### src/rtl/ram_arb_pkg.sv
// Shared types and defaults for the two-port RAM arbiter.
package ram_arb_pkg;

    localparam int NUM_PORTS      = 2;
    localparam int ADDR_WIDTH_DEF = 8;
    localparam int DATA_WIDTH_DEF = 32;

    typedef enum logic [1:0] {
        IDLE   = 2'd0,
        ACCESS = 2'd1,
        RESP   = 2'd2
    } arb_state_e;

endpackage

### src/rtl/ram_arbiter_rr_arbiter2.sv
// Two-way round-robin winner select with a registered last-grant pointer.
module rr_arbiter2 (
    input  logic clk,
    input  logic rst_n,
    input  logic req0,
    input  logic req1,
    input  logic gnt_en,
    output logic win
);

    logic last_gnt_q;
    logic last_gnt_d;

    // Contention goes to the port that did not win last; pointer resets to 1 so port 0 wins first.
    always_comb begin
        if (req0 && req1) begin
            win = ~last_gnt_q;
        end else if (req1) begin
            win = 1'b1;
        end else begin
            win = 1'b0;
        end
    end

    always_comb begin
        last_gnt_d = last_gnt_q;
        if (gnt_en) begin
            last_gnt_d = win;
        end
    end

    always_ff @(posedge clk) begin
        if (!rst_n) begin
            last_gnt_q <= 1'b1;
        end else begin
            last_gnt_q <= last_gnt_d;
        end
    end

endmodule

### src/rtl/ram_arbiter.sv
// Serialises two requesters onto the single-port byte-strobed RAM.
//   state  | meaning
//   IDLE   | waiting for a request; grants and latches the winner's command
//   ACCESS | ram_en high for one cycle with the latched command
//   RESP   | RAM read data valid; pulse owner's done, load its rdata on reads
module ram_arbiter
    import ram_arb_pkg::*;
#(
    parameter int ADDR_WIDTH = ADDR_WIDTH_DEF,
    parameter int DATA_WIDTH = DATA_WIDTH_DEF,
    parameter int STRB_WIDTH = DATA_WIDTH / 8
) (
    input  logic                  clk,
    input  logic                  rst_n,
    input  logic                  req0,
    input  logic                  we0,
    input  logic [ADDR_WIDTH-1:0] addr0,
    input  logic [DATA_WIDTH-1:0] wdata0,
    input  logic [STRB_WIDTH-1:0] strb0,
    input  logic                  req1,
    input  logic                  we1,
    input  logic [ADDR_WIDTH-1:0] addr1,
    input  logic [DATA_WIDTH-1:0] wdata1,
    input  logic [STRB_WIDTH-1:0] strb1,
    output logic                  gnt0,
    output logic                  gnt1,
    output logic                  done0,
    output logic                  done1,
    output logic [DATA_WIDTH-1:0] rdata0,
    output logic [DATA_WIDTH-1:0] rdata1,
    output logic                  ram_en,
    output logic                  ram_wr_rd,
    output logic [ADDR_WIDTH-1:0] ram_addr,
    output logic [DATA_WIDTH-1:0] ram_wdata,
    output logic [STRB_WIDTH-1:0] ram_strb,
    input  logic [DATA_WIDTH-1:0] ram_rdata
);

    arb_state_e state_q, state_d;
    logic owner_q, owner_d;
    logic gnt0_q, gnt0_d, gnt1_q, gnt1_d;
    logic done0_q, done0_d, done1_q, done1_d;
    logic [DATA_WIDTH-1:0] rdata0_q, rdata0_d, rdata1_q, rdata1_d;
    logic ram_en_q, ram_en_d;
    logic ram_wr_rd_q, ram_wr_rd_d;
    logic [ADDR_WIDTH-1:0] ram_addr_q, ram_addr_d;
    logic [DATA_WIDTH-1:0] ram_wdata_q, ram_wdata_d;
    logic [STRB_WIDTH-1:0] ram_strb_q, ram_strb_d;

    logic any_req;
    logic grant;
    logic win;

    assign any_req = req0 | req1;
    assign grant   = (state_q == IDLE) && any_req;

    rr_arbiter2 u_rr (
        .clk    (clk),
        .rst_n  (rst_n),
        .req0   (req0),
        .req1   (req1),
        .gnt_en (grant),
        .win    (win)
    );

    always_ff @(posedge clk) begin
        if (!rst_n) begin
            state_q     <= IDLE;
            owner_q     <= 1'b0;
            gnt0_q      <= 1'b0;
            gnt1_q      <= 1'b0;
            done0_q     <= 1'b0;
            done1_q     <= 1'b0;
            rdata0_q    <= '0;
            rdata1_q    <= '0;
            ram_en_q    <= 1'b0;
            ram_wr_rd_q <= 1'b0;
            ram_addr_q  <= '0;
            ram_wdata_q <= '0;
            ram_strb_q  <= '0;
        end else begin
            state_q     <= state_d;
            owner_q     <= owner_d;
            gnt0_q      <= gnt0_d;
            gnt1_q      <= gnt1_d;
            done0_q     <= done0_d;
            done1_q     <= done1_d;
            rdata0_q    <= rdata0_d;
            rdata1_q    <= rdata1_d;
            ram_en_q    <= ram_en_d;
            ram_wr_rd_q <= ram_wr_rd_d;
            ram_addr_q  <= ram_addr_d;
            ram_wdata_q <= ram_wdata_d;
            ram_strb_q  <= ram_strb_d;
        end
    end

    always_comb begin
        state_d = state_q;
        case (state_q)
            IDLE:    if (any_req) state_d = ACCESS;
            ACCESS:  state_d = RESP;
            RESP:    state_d = IDLE;
            default: state_d = IDLE;
        endcase
    end

    // The RAM command outputs double as the command register, so they hold between accesses.
    always_comb begin
        owner_d     = owner_q;
        gnt0_d      = 1'b0;
        gnt1_d      = 1'b0;
        done0_d     = 1'b0;
        done1_d     = 1'b0;
        rdata0_d    = rdata0_q;
        rdata1_d    = rdata1_q;
        ram_en_d    = 1'b0;
        ram_wr_rd_d = ram_wr_rd_q;
        ram_addr_d  = ram_addr_q;
        ram_wdata_d = ram_wdata_q;
        ram_strb_d  = ram_strb_q;
        case (state_q)
            IDLE: begin
                if (grant) begin
                    owner_d  = win;
                    gnt0_d   = ~win;
                    gnt1_d   = win;
                    ram_en_d = 1'b1;
                    if (win) begin
                        ram_wr_rd_d = we1;
                        ram_addr_d  = addr1;
                        ram_wdata_d = wdata1;
                        ram_strb_d  = strb1;
                    end else begin
                        ram_wr_rd_d = we0;
                        ram_addr_d  = addr0;
                        ram_wdata_d = wdata0;
                        ram_strb_d  = strb0;
                    end
                end
            end
            RESP: begin
                if (owner_q) begin
                    done1_d = 1'b1;
                    if (!ram_wr_rd_q) rdata1_d = ram_rdata;
                end else begin
                    done0_d = 1'b1;
                    if (!ram_wr_rd_q) rdata0_d = ram_rdata;
                end
            end
            default: begin
            end
        endcase
    end

    assign gnt0      = gnt0_q;
    assign gnt1      = gnt1_q;
    assign done0     = done0_q;
    assign done1     = done1_q;
    assign rdata0    = rdata0_q;
    assign rdata1    = rdata1_q;
    assign ram_en    = ram_en_q;
    assign ram_wr_rd = ram_wr_rd_q;
    assign ram_addr  = ram_addr_q;
    assign ram_wdata = ram_wdata_q;
    assign ram_strb  = ram_strb_q;

endmodule

### config.mk
export PLATFORM = sky130hd
export DESIGN_NAME = ram_arbiter
export DESIGN_NICKNAME = d
export VERILOG_FILES = /design/src/rtl/ram_arb_pkg.sv /design/src/rtl/ram_arbiter_rr_arbiter2.sv /design/src/rtl/ram_arbiter.sv
export SDC_FILE = /design/constraint.sdc
export NUM_CORES = 1
export LEC_CHECK = 0
export CAP_MARGIN = 20
export CORE_MARGIN = 3
export CORE_UTILIZATION = 38
export DETAILED_ROUTE_END_ITERATION = 12
export PLACE_DENSITY = 0.87
export SYNTH_ARGS = -nofsm -noshare
export SYNTH_HDL_FRONTEND = slang
export SYNTH_SLANG_ARGS = --single-unit
export TNS_END_PERCENT = 20
### constraint.sdc
create_clock -name clk -period 1.6 [get_ports clk]
set_input_delay 0.48 -clock clk [delete_from_list [all_inputs] [get_ports clk]]
set_output_delay 0.48 -clock clk [all_outputs]
set_load 0.02 [all_outputs]
==> run summary <==
Status - finished, final reports clean
Most frequent cells in the layout - sky130_fd_sc_hd__nand2_1 (155), sky130_fd_sc_hd__clkdlybuf4s50_1 (124), sky130_fd_sc_hd__dfxtp_1 (118), sky130_fd_sc_hd__clkdlybuf4s15_1 (50), sky130_fd_sc_hd__a21oi_1 (46)
Number of standard cells after synthesis - 571
Routed wire length per instance - 14.9 um
Final number of setup-violating endpoints - 0
Crit start category - flip-flop
Clock tree from TritonCTS - done
Clock transition time at the flip-flop clock pins of the worst setup and hold paths - 0.05 ns
Count of vias placed by the detailed router - 5003
Worst reg2reg startpoint - ram_wr_rd
Fill count - 1087
Power consumption - 8.77 mW
Data required time of the worst path - 1.12 ns
Pin count of the biggest net entering global routing - 65
Number of cells on the worst reg-to-reg path - 4
DR pass1 iterations - 4
Core Area - 13300 um2
Number of nets in the synthesized netlist - 697
Max VDD drop - 0.631 mV
Number of cells in the finished layout apart from fillers - 993
Synth Register Bits - 118
Min-Delay Path Depth - 2
Cell type of the slowest stage on the worst timing path - sky130_fd_sc_hd__dlygate4sd2_1
PortBufs - 239
Leading cell types by total area after synthesis - sky130_fd_sc_hd__dfxtp_1 (46%), sky130_fd_sc_hd__a311oi_2 (11%), sky130_fd_sc_hd__nand2_1 (11%)
Nets - 931
Number of buffers added by the clock tree synthesis step - 17
Aggregate global routing overflow - 0
Hold violation total from the final report - 0
Fraction of the yosys area taken by sequential cells - 0.456
First-pass GRT wire length - 23100 um
Max Clk Rate - 640 MHz
Io pins - 240
Endpoint of the worst hold path - u_rr.last_gnt_q
Leading cell type in the layout, fill and taps excluded - sky130_fd_sc_hd__nand2_1
Max cap viols - 0
Fraction of final layout cells with drive strength greater than 1 - 0.251
Tmin final - 1.56 ns
Met1 routing resource usage after global routing - 0.222
Maximum fanout count along the critical path - 2
Number of buffers inserted by post-CTS setup repair - 0
Die Ht - 123 um
Worst setup path class - reg -> out
Syn_area_per_cell - 9.08 um2
DRC - 0
Worst endpoint data arrival time - 1.08 ns
Global-route met3 utilization - 0.0880
Root Buffer Master - sky130_fd_sc_hd__clkbuf_16
Placer's final routability congestion estimate - 0.787
Power density of the placed cells - 1040 nW/um2
Total wirelength of the detailed-routed design - 14800 um
Share of the synthesized area in the top cell type - 0.456
Cell area after technology mapping - 5180 um2
Post-Route Hold Slack - 0.367 ns
Family with the most delay on the worst path - buffers and inverters
Antenna diode count - 0
Antenna violations before repair - 0
Cell count after placement - 962
Number of nets with antenna violations after detailed routing - 0
Drt initial violations - 261
Aggregate global-route resource usage - 0.194
Worst min path class - in -> reg
Worst stage delay on the critical path - 0.34 ns
Post-detailed-placement half-perimeter wirelength - 10800 um
Relative slew slack - 0.782
Distinct cells, synth - 26
Number of standard-cell rows in the floorplan - 42
Via density - 5.04
Crit path buf inv count - 1
Worst setup skew after layout - 0.00487 ns
Portion of the clock cycle consumed by the worst path in the final layout - 0.977
Syn-to-layout area delta - 62.0%
Largest area contributor in the netlist - sky130_fd_sc_hd__dfxtp_1
DIE WIDTH - 123 um
Initial core utilization - 0.390
Measured slew at the worst slew-check pin - 0.326 ns
Max Root-Sink Buffers - 2
GR Util met2 - 0.316
Via count of the first global-routing pass - 4699
Worst-path cell chain - dlygate4sd2_1
Reg-to-reg endpoint - rdata0[7]
Synthesis Warnings - 0
CP endpoint kind - output pin
Clock insertion delay at the later pin of the skew report - 0.41 ns
Clock sinks - 118
Clock H-tree levels - 4
Most used routing layer - met2
Slew Viols, Final - 0
R2r setup slk - 0.14 ns
RSZ-0062 raised after global routing - false
Worst min-delay path startpoint - rst_n
Hold Buf Count CTS - 0
Leakage Power - 3.32 nW
TNS Setup - 0 ns
Total die area - 15100 um2
-- layout make-up --
cell class                 instances  area [um2]  share of cell area
timing repair buffer             275        2680               0.319
multi-input combinational        391        2530               0.301
sequential                       118        2360               0.281
clock buffer                      23         478              0.0569
tap                              176         220              0.0262
clock inverter                     8         121              0.0145
inverter                           2        7.51            0.000894
-- logic make-up after synthesis --
kind of cell,share of synthesized area
AO/OA/AOI/OAI,0.260
flip-flops,0.456
buffers and inverters,0.0659
AND/OR/NAND/NOR,0.218
-- cell usage after synthesis, drive strengths merged --
cell / number
nor4b: 1
a21oi: 46
and4b: 1
nor4bb: 1
a21boi: 1
a21bo: 2
and3: 2
or4b: 1
and2: 3
dfxtp: 118
inv: 2
nand2: 155
buf: 33
clkbuf: 27
nand3: 65
o21ai: 64
a311oi: 45
o211ai: 1
nor2: 2
or2: 1
-- how the worst max path moves through the flow --
stage	depth (start not counted)	from	end	slack, ns
floorplan	6	req1	ram_strb[2]	0.10
global placement	5	req1	ram_strb[0]	-0.34
detailed placement	5	req0	ram_strb[0]	-0.47
CTS	1	ram_wdata[26]	ram_wdata[26]	0.001
global route	1	rdata0[20]	rdata0[20]	0.0006
finish	1	ram_wdata[11]	ram_wdata[11]	0.04
-- routing by layer --
metal  up-vias  part of all wire
met3        27              0.11
met5         -                 0
li1       2478                 -
met2       216              0.47
met1      2282              0.40
met4         0             0.023
-- timing repair --
item	4_1_cts	5_1_grt
gates cloned	0	0
pin swaps	0	1
endpoints found under the setup margin	116	74
gates resized for setup	156	74
-- flip-flops by register name (all words and copies together), names as in the netlist, 2 cells and up --
signal / count
state_q: 2
ram_addr: 8
ram_wdata: 32
ram_strb: 4
rdata0: 32
rdata1: 32
-- where the power goes --
group          internal [mW]  leakage [nW]  switching [mW]
logic                  0.806          2.06           0.889
clock network           2.56         0.293            1.29
registers               3.12         0.965           0.104
-- through the flow --
| stage | utilization | cell area, um2 | worst slack [ns] |
|---|---|---|---|
| 2_1_floorplan | - | 5180 | 0.102 |
| 3_3_place_gp | 0.595 | 7910 | -0.338 |
| 3_5_place_dp | 0.595 | 7910 | -0.467 |
| 4_1_cts | 0.634 | 8430 | 0.00133 |
| 5_1_grt | 0.631 | 8390 | 0.000638 |
| 6_report | 0.631 | 8390 | 0.0374 |
Note: power is estimated with default switching activity, not from simulation.
